**src/rtl/calc_pkg.sv**
```systemverilog
// rtl/calc_pkg.sv - shared types and constants for the calculator front-end sequencer
//
// Purpose : FSM state and mode encodings, ALU flag bit positions and the
//           default operand width shared by the sequencer files.
// Ports   : none (package).
package calc_pkg;

  localparam int CALC_WIDTH = 4;

  // Bit positions inside the 4-bit {N,Z,C,V} flag word
  localparam int FLAG_N = 3;
  localparam int FLAG_Z = 2;
  localparam int FLAG_C = 1;
  localparam int FLAG_V = 0;

  typedef enum logic [1:0] {
    IDLE,
    LOAD,
    EXEC,
    WAIT
  } state_e;

  typedef enum logic [1:0] {
    MODE_STEP    = 2'b00,
    MODE_REPEAT  = 2'b01,
    MODE_HOLD    = 2'b10,
    MODE_RESTART = 2'b11
  } mode_e;

endpackage

```
**src/rtl/btn_debouncer.sv**
```systemverilog
// rtl/btn_debouncer.sv - synchronizer and stable-level debouncer for an active-low push-button
//
// Purpose : brings the raw button into the clk domain, waits for DEB_CYCLES
//           consecutive cycles of a new level before accepting it, and pulses
//           press for one cycle on each accepted press (1->0). Release is silent.
// Ports   : clk, rst (async, active-high)
//           btn_n  raw button, active-low, asynchronous to clk
//           press  one-cycle pulse per debounced press
module btn_debouncer #(
  parameter int DEB_CYCLES = 500000
) (
  input  logic clk,
  input  logic rst,
  input  logic btn_n,
  output logic press
);

  localparam int CW = (DEB_CYCLES > 1) ? $clog2(DEB_CYCLES) : 1;
  localparam logic [CW-1:0] CNT_LAST = CW'(DEB_CYCLES - 1);

  logic          sync1;
  logic          sync2;
  logic          level;
  logic [CW-1:0] cnt;

  // Synchronizer and debounced level reset to "released" (high)
  always_ff @(posedge clk or posedge rst) begin
    if (rst) begin
      sync1 <= 1'b1;
      sync2 <= 1'b1;
      level <= 1'b1;
      cnt   <= '0;
      press <= 1'b0;
    end else begin
      sync1 <= btn_n;
      sync2 <= sync1;
      press <= 1'b0;
      // cnt tracks how many consecutive cycles sync2 has disagreed with level
      if (sync2 == level) begin
        cnt <= '0;
      end else if (cnt == CNT_LAST) begin
        level <= sync2;
        cnt   <= '0;
        press <= ~sync2;
      end else begin
        cnt <= cnt + 1'b1;
      end
    end
  end

endmodule

```
**src/rtl/calc_op_sequencer.sv**
```systemverilog
// rtl/calc_op_sequencer.sv - button/mode driven operation sequencer for the calculator datapath
//
// Purpose : decodes debounced presses by mode, steps the operation index,
//           latches operands, runs one ALU operation through a start/done
//           handshake with timeout, and holds the result and flags for display.
// Option  : CALC_AUTO_STEP_EN - in STEP mode, a synthetic press every
//           AUTO_PERIOD cycles while idle.
// Ports   : clk, rst (async, active-high)
//           btn_change (raw KEY0, active-low), mode, Z, Y   user inputs
//           alu_a, alu_b, alu_op, alu_start                 ALU request
//           alu_done, alu_result, alu_flags                 ALU response
//           result_q, flags_q, result_valid                 held result
//           op_idx, busy, err                               status
module calc_op_sequencer
  import calc_pkg::*;
#(
  parameter int WIDTH       = CALC_WIDTH,
  parameter int N_OPS       = 10,
  parameter int DEB_CYCLES  = 500000,
  parameter int ALU_TIMEOUT = 15,
  parameter int AUTO_PERIOD = 50000000
) (
  input  logic                     clk,
  input  logic                     rst,
  input  logic                     btn_change,
  input  logic [1:0]               mode,
  input  logic [WIDTH-1:0]         Z,
  input  logic [WIDTH-1:0]         Y,
  output logic [WIDTH-1:0]         alu_a,
  output logic [WIDTH-1:0]         alu_b,
  output logic [$clog2(N_OPS)-1:0] alu_op,
  output logic                     alu_start,
  input  logic                     alu_done,
  input  logic [WIDTH-1:0]         alu_result,
  input  logic [3:0]               alu_flags,
  output logic [WIDTH-1:0]         result_q,
  output logic [3:0]               flags_q,
  output logic [$clog2(N_OPS)-1:0] op_idx,
  output logic                     busy,
  output logic                     result_valid,
  output logic                     err
);

  localparam int OPW = $clog2(N_OPS);
  localparam int TW  = $clog2(ALU_TIMEOUT + 1);
  localparam logic [OPW-1:0] LAST_OP  = OPW'(N_OPS - 1);
  localparam logic [TW-1:0]  TMO_LAST = TW'(ALU_TIMEOUT - 1);

  state_e        state;
  state_e        next_state;
  mode_e         mode_sel;
  logic          press;
  logic          auto_ev;
  logic          ev;
  logic          accept;
  logic          capture;
  logic          timeout;
  logic [TW-1:0] wait_cnt;

  assign mode_sel = mode_e'(mode);

  btn_debouncer #(
    .DEB_CYCLES(DEB_CYCLES)
  ) u_deb (
    .clk  (clk),
    .rst  (rst),
    .btn_n(btn_change),
    .press(press)
  );

`ifdef CALC_AUTO_STEP_EN
  localparam int AW = (AUTO_PERIOD > 1) ? $clog2(AUTO_PERIOD) : 1;
  localparam logic [AW-1:0] AUTO_LAST = AW'(AUTO_PERIOD - 1);

  logic [AW-1:0] auto_cnt;
  logic [1:0]    mode_q;

  // Free-running period counter; a real press or a mode change restarts it
  always_ff @(posedge clk or posedge rst) begin
    if (rst) begin
      auto_cnt <= '0;
      mode_q   <= 2'b00;
    end else begin
      mode_q <= mode;
      if (press || (mode != mode_q) || (auto_cnt == AUTO_LAST)) begin
        auto_cnt <= '0;
      end else begin
        auto_cnt <= auto_cnt + 1'b1;
      end
    end
  end

  assign auto_ev = (auto_cnt == AUTO_LAST) && (state == IDLE) &&
                   (mode_sel == MODE_STEP) && (mode == mode_q);
`else
  // Synthetic events never occur in this build
  assign auto_ev = 1'b0 && (AUTO_PERIOD > 0);
`endif

  // A real press and a synthetic one in the same cycle collapse to one event
  assign ev = press | auto_ev;

  always_ff @(posedge clk or posedge rst) begin
    if (rst) begin
      state <= IDLE;
    end else begin
      state <= next_state;
    end
  end

  always_comb begin
    next_state = state;
    busy       = 1'b0;
    alu_start  = 1'b0;
    accept     = 1'b0;
    capture    = 1'b0;
    timeout    = 1'b0;
    case (state)
      IDLE: begin
        if (ev && (mode_sel != MODE_HOLD)) begin
          accept     = 1'b1;
          next_state = LOAD;
        end
      end
      LOAD: begin
        busy       = 1'b1;
        next_state = EXEC;
      end
      EXEC: begin
        busy      = 1'b1;
        alu_start = 1'b1;
        // done may arrive in the start cycle from a zero-latency ALU
        if (alu_done) begin
          capture    = 1'b1;
          next_state = IDLE;
        end else begin
          next_state = WAIT;
        end
      end
      WAIT: begin
        busy = 1'b1;
        if (alu_done) begin
          capture    = 1'b1;
          next_state = IDLE;
        end else if (wait_cnt == TMO_LAST) begin
          timeout    = 1'b1;
          next_state = IDLE;
        end
      end
      default: next_state = IDLE;
    endcase
  end

  always_ff @(posedge clk or posedge rst) begin
    if (rst) begin
      op_idx       <= '0;
      alu_a        <= '0;
      alu_b        <= '0;
      alu_op       <= '0;
      result_q     <= '0;
      flags_q      <= '0;
      result_valid <= 1'b0;
      err          <= 1'b0;
      wait_cnt     <= '0;
    end else begin
      result_valid <= 1'b0;

      if (accept) begin
        case (mode_sel)
          MODE_STEP:    op_idx <= (op_idx == LAST_OP) ? '0 : op_idx + 1'b1;
          MODE_RESTART: begin
            op_idx <= '0;
            err    <= 1'b0;
          end
          default: ;
        endcase
      end

      // Operands are sampled only here and held until the next operation
      if (state == LOAD) begin
        alu_a  <= Z;
        alu_b  <= Y;
        alu_op <= op_idx;
      end

      if (state == EXEC) begin
        wait_cnt <= '0;
      end else if (state == WAIT) begin
        wait_cnt <= wait_cnt + 1'b1;
      end

      if (capture) begin
        result_q     <= alu_result;
        flags_q      <= alu_flags;
        result_valid <= 1'b1;
      end

      if (timeout) begin
        err          <= 1'b1;
        result_q     <= '0;
        flags_q      <= '0;
        result_valid <= 1'b1;
      end
    end
  end

endmodule

```
**config.mk**
```make
export PLATFORM = sky130hd
export DESIGN_NAME = calc_op_sequencer
export DESIGN_NICKNAME = d
export VERILOG_FILES = /design/src/rtl/calc_pkg.sv /design/src/rtl/btn_debouncer.sv /design/src/rtl/calc_op_sequencer.sv
export SDC_FILE = /design/constraint.sdc
export NUM_CORES = 1
export LEC_CHECK = 0
export BUFFER_PORTS_ARGS = -buffer_cell sky130_fd_sc_hd__buf_4
export CAP_MARGIN = 30
export CORE_UTILIZATION = 54
export DETAILED_ROUTE_END_ITERATION = 8
export PLACE_DENSITY_LB_ADDON = 0.3
export SLEW_MARGIN = 20
export SYNTH_ARGS = -nofsm -noshare
export SYNTH_HDL_FRONTEND = slang
export SYNTH_SLANG_ARGS = --single-unit
```
**constraint.sdc**
```tcl
create_clock -name clk -period 2.5 [get_ports clk]
set_clock_uncertainty 0.15 [all_clocks]
set_input_delay 0.125 -clock clk [delete_from_list [all_inputs] [get_ports clk]]
set_output_delay 0.125 -clock clk [all_outputs]
set_load 0.05 [all_outputs]
```
Word level (Yosys, flattened, before mapping) --
Index checks and enable logic that the tools add are counted.
Storage, ports and cells: flip-flop bits (word level) 55, memory bits (writable) 0, latch bits 0, output and inout port bits 28, memory bits (read-only) 0, memories kept 0
Operators by class: reduce and logical (&&, ||, !) cells 14, bitwise logic cells 2, magnitude comparators 0, divide/modulo/power cells 0, $mul 0, muxes and demuxes 31, $add $sub $neg 3, eq/ne operators 11, shift-type cells 0
Operators by type and width (number):
- $mux 19 | 2
- $mux 4 | 7
- $add 19x1->19 const B | 1
- $eq 19x19->1 const B | 1
- $mux 1 | 16
- $reduce_bool 2->1 | 5
- $add 4x1->4 const B | 2
- $eq 4x4->1 const B | 2
- $mux 2 | 4
- $pmux 2 s4 | 1
- $pmux 4 s2 | 1
- $reduce_and 2->1 | 4
- $eq 2x2->1 const B | 3
- $logic_not 2->1 | 2
- $ne 2x2->1 const B | 2
- $ne 3x3->1 const B | 1
- $reduce_or 3->1 | 1
- $eq 2x1->1 const B | 1
- $not 1->1 | 2
- $reduce_or 2->1 | 1
- $eq 1x1->1 | 1
- $logic_and 1x1->1 | 1

Depth between registers and ports, before layout --
word-level depth 6, mapped depth 6

By module --
Synthesis repeated with hierarchy kept, for this count alone.
Second synthesis, totals: cells, all modules 234, area total of the unflattened synthesis 2572.5 um^2
Modules (own cells, without submodules):
- calc_op_sequencer | times used 1, area each 1415.1 um^2, cells each 126
- btn_debouncer | times used 1, area each 1157.4 um^2, cells each 108

Least setup slack after synthesis --
No wires, ideal clock.
path kind reg-to-reg, from register u_deb.cnt[0], to register u_deb.level, slack 0.502 ns, stages on the path, launching flop included 5, path buffers 0, library setup time 0.082 ns, data arrival time 1.766 ns, cell sequence dfrtp_1 -> ha_1 -> nand4_1 -> or4_4 -> mux2_4
Between the ends: cells in the longest elaborated chain, start to end 2
RTL lines:
- from (decl) | line btn_debouncer.sv:24 | logic [CW-1:0] cnt;
- from (signal assigned) | line btn_debouncer.sv:46 | cnt <= cnt + 1'b1;
- $eq 19x19->1 | line btn_debouncer.sv:41 | end else if (cnt == CNT_LAST) begin
- $reduce_and 2->1 (no line)
- to (signal assigned) | line btn_debouncer.sv:42 | level <= sync2;
- to (decl) | line btn_debouncer.sv:23 | logic level;
Every way passes these cells. A chain may end at the register's enable or synchronous reset.

Worst setup path after layout --
from register u_deb.cnt[11], to register u_deb.level
Same word-level chain as after synthesis.

==> summary.txt <==
Synthesis
  • Post-synthesis compound-gate area fraction: 0.0688
  • Multiplexer share of the synthesized area: 0.0585
  • Largest cells by area after synthesis: dfrtp_1, mux2_2, xnor2_1
  • Adder-Cell Fraction of Synth Area: 0.0344
  • Count leader, synth: dfrtp_1
  • Largest family of logic cells by synthesized area: simple AND/OR/NAND/NOR gates
  • Gate Count Post-Synth: 235
  • Synth Cell Area: 2550 sq um
  • Post-synthesis async set-or-reset flop share: 1.00
  • Avg Inst Size Synth: 10.8 sq um
  • Yosys warning count: 0
  • Synth area leader: dfrtp_1
  • Yosys top cell area share: 0.511
  • Synth Area in Simple Gates: 0.215
  • Synth Flop Type: dfrtp_1
  • Xor/xnor cell area share of the yosys netlist: 0.0550
  • Netlist cell types: 40
  • Post-synthesis sequential area ratio: 0.542
  • Flops & latches, synth: 55
  • EDFF count, synth: 0
  • Top cells by count, synth: dfrtp_1, nand2_1, nor2_1
  • Synthesized net count: 264

Clock network
  • CTS tree: done
  • Hold Buf Count CTS: 22
  • Post CTS Setup Buffer Count: 0
  • H-tree levels: 2
  • CTS max path bufs: 2
  • Clk slew on worst S/H paths: 90 ps
  • Post-CTS sizing: 0
  • Clk Latency, worst-skew pair: 300 ps
  • Clock sink count: 55
  • Root Buffer: clkbuf_8
  • Total CTS buffers: 5

Critical path
  • Crit-path max FO: 5
  • Worst path buffer plus inverter count: 0
  • R2r setup slk: 500 ps
  • Critical Path RT: 2590 ps
  • Worst path max stage delay: 580 ps
  • CP top delay family: simple AND/OR/NAND/NOR gates
  • Crit end category: register
  • CP startpoint kind: register
  • CP max-delay cell: or4_4
  • CP Class: reg2reg
  • Arrival time worst endpoint: 2090 ps
  • Ordered list of cells on the worst path: nor4_2 -> nand2_1 -> or4_4 -> mux2_4

STA
  • Worst-Margin Slew: 614 ps
  • Slew headroom: 0.591
  • Final Hold Fails: 0
  • Min Hold Slack: 122 ps
  • RSZ-0062 raised after global routing: false
  • Min cycle time layout: 2000 ps
  • Final setup fails: 0
  • Total negative slack: 0 ps
  • Fmax: 499 MHz
  • Tcrit/Tclk final: 0.802
  • Final slew viol count: 0

Global route
  • Met3 Use GR: 0.0541
  • Largest net degree at the start of global routing: 23
  • Number of global-route vias before repair: 2,071
  • Initial antenna violation count: 0
  • Met1 Usage GRT: 0.288
  • GR Util met2: 0.400
  • Gr ovfl total: 0
  • First-pass GRT wire length: 9180 microns
  • All-Layer GR Usage: 0.231
  • GRT Max-Usage Layer: met2

Routing
  • Residual DRC: 6
  • WL per Instance: 14.3 microns
  • Via Count: 1,992
  • Via density: 5.46
  • Starting DRC count in detailed routing: 144
  • Final wirelength: 5220 microns
  • Final ANT Viol Nets: 0
  • First-pass DRT Iterations: 6

Final layout
  • Final core occ: 0.746
  • Nets: 341
  • Filler Cells Inserted: 334
  • Register area: 1380 sq um
  • Ant diodes: 0
  • Fraction of layout cells with a size suffix above 1: 0.288
  • Multi-input gate area: 1100 sq um
  • Area Growth Syn to Fin: 30.3%
  • Non-Filler Instances: 365

Pwr
  • Pwr per Cell Area: 811 nW/um^2
  • LEAKAGE: 1.51 nW
  • Worst vdd ir: 0.000647 V

Floorplanning
  • # rows: 24
  • Initial Utilization: 0.573
  • Die width: 70.7 microns
  • Die height: 70.7 microns
  • Core ar.: 4440 sq um
  • I/O pin count: 50
  • Die ar.: 4990 sq um

Run status
  • Status: complete, but fails checks
  • Failing checks: DRC

Placed design
  • Final HPWL DP: 3500 microns
  • Placed Cells: 335
  • GPL Wtd Cong: 0.844
  • IO Port Bufs: 49

Job
  • Maxcap violations: 0

Worst hold path
  • Class of the tightest hold or removal check: in2reg
[routing by layer]
layer	share of wire	up-vias
li1	-	971
met1	0.45	964
met2	0.50	51
met3	0.043	6
met4	0.010	0
met5	0	-
[registers in the layout, indices dropped and copies added, names as in the netlist]
name,count
op_idx,4
wait_cnt,4
alu_op,4
alu_a,4
flags_q,4
alu_b,4
result_valid,1
result_q,4
u_deb.press,1
err,1
u_deb.sync1,1
u_deb.level,1
state,2
u_deb.cnt,19
u_deb.sync2,1
[stage by stage]
step / setup WS, ps / area (sq um) / power (mW)
after floorplan: 502 / 2550 / 1.80
after global placement: 591 / 2990 / 2.08
after detailed placement: 511 / 2990 / 2.10
after CTS: 501 / 3320 / 2.71
after global routing: 437 / 3320 / 2.80
final: 495 / 3320 / 2.69
[tightest hold or removal path, delay by kind of cell]
kind / cells / cell delay, ps
adders and majority gates: 1 / 140
buffers and inverters: 1 / 90
and+or+nand+nor: 2 / 190
[worst paths after layout]
path / from / endpoint / cells past startpoint
min: mode[1] / state[0]$_DFFE_PP0P_ / 4
max: u_deb.cnt[11]$_DFF_PP0_ / u_deb.level$_DFFE_PP1P_ / 4
min in group asynchronous: rst / u_deb.cnt[13]$_DFF_PP0_ / 3
max in group asynchronous: rst / u_deb.level$_DFFE_PP1P_ / 4
min reg2reg: u_deb.sync1$_DFF_PP1_ / u_deb.sync2$_DFF_PP1_ / 0
max reg2reg: u_deb.cnt[11]$_DFF_PP0_ / u_deb.level$_DFFE_PP1P_ / 4
[final cells by class]
cell class / count / share of cell area
Clock buffer: 7 / 0.0230
Clock inverter: 1 / 0.00905
Inverter: 9 / 0.0102
Multi-Input combinational cell: 164 / 0.331
Sequential cell: 55 / 0.416
Tap cell: 52 / 0.0196
Timing Repair Buffer: 77 / 0.191
[where the power goes]
part / total [mW] / switching, mW / internal [mW]
clock: 0.578 / 0.277 / 0.300
sequential: 1.12 / 0.0838 / 1.03
combinational: 0.995 / 0.667 / 0.328
total: 2.69 / 1.03 / 1.66
[logic make-up (layout without fill, tap and decap cells)]
family | count (synthesis) | after routing
buffers and inverters | 16 | 94
AO/OA/AOI/OAI | 27 | 27
adder cells (fa/ha/maj) | 7 | 7
AND/OR/NAND/NOR | 101 | 101
multiplexers | 13 | 13
XOR/XNOR | 16 | 16
flip-flops | 55 | 55
[layout by cell type (no fill, tap or decap), drive strengths merged, types with 3 or more instances in the layout]
cell,count
nand2,26
nor2,19
mux2,12
nand4,7
dlygate4sd3,22
ha,7
dfrtp,52
xor2,3
clkbuf,7
nor4,4
inv,9
nor3,6
nand3,19
or3,3
a21oi,11
a21o,3
dfstp,3
nand2b,3
buf,55
o21ai,10
xnor2,13
Power figures use the tool's default switching activity.
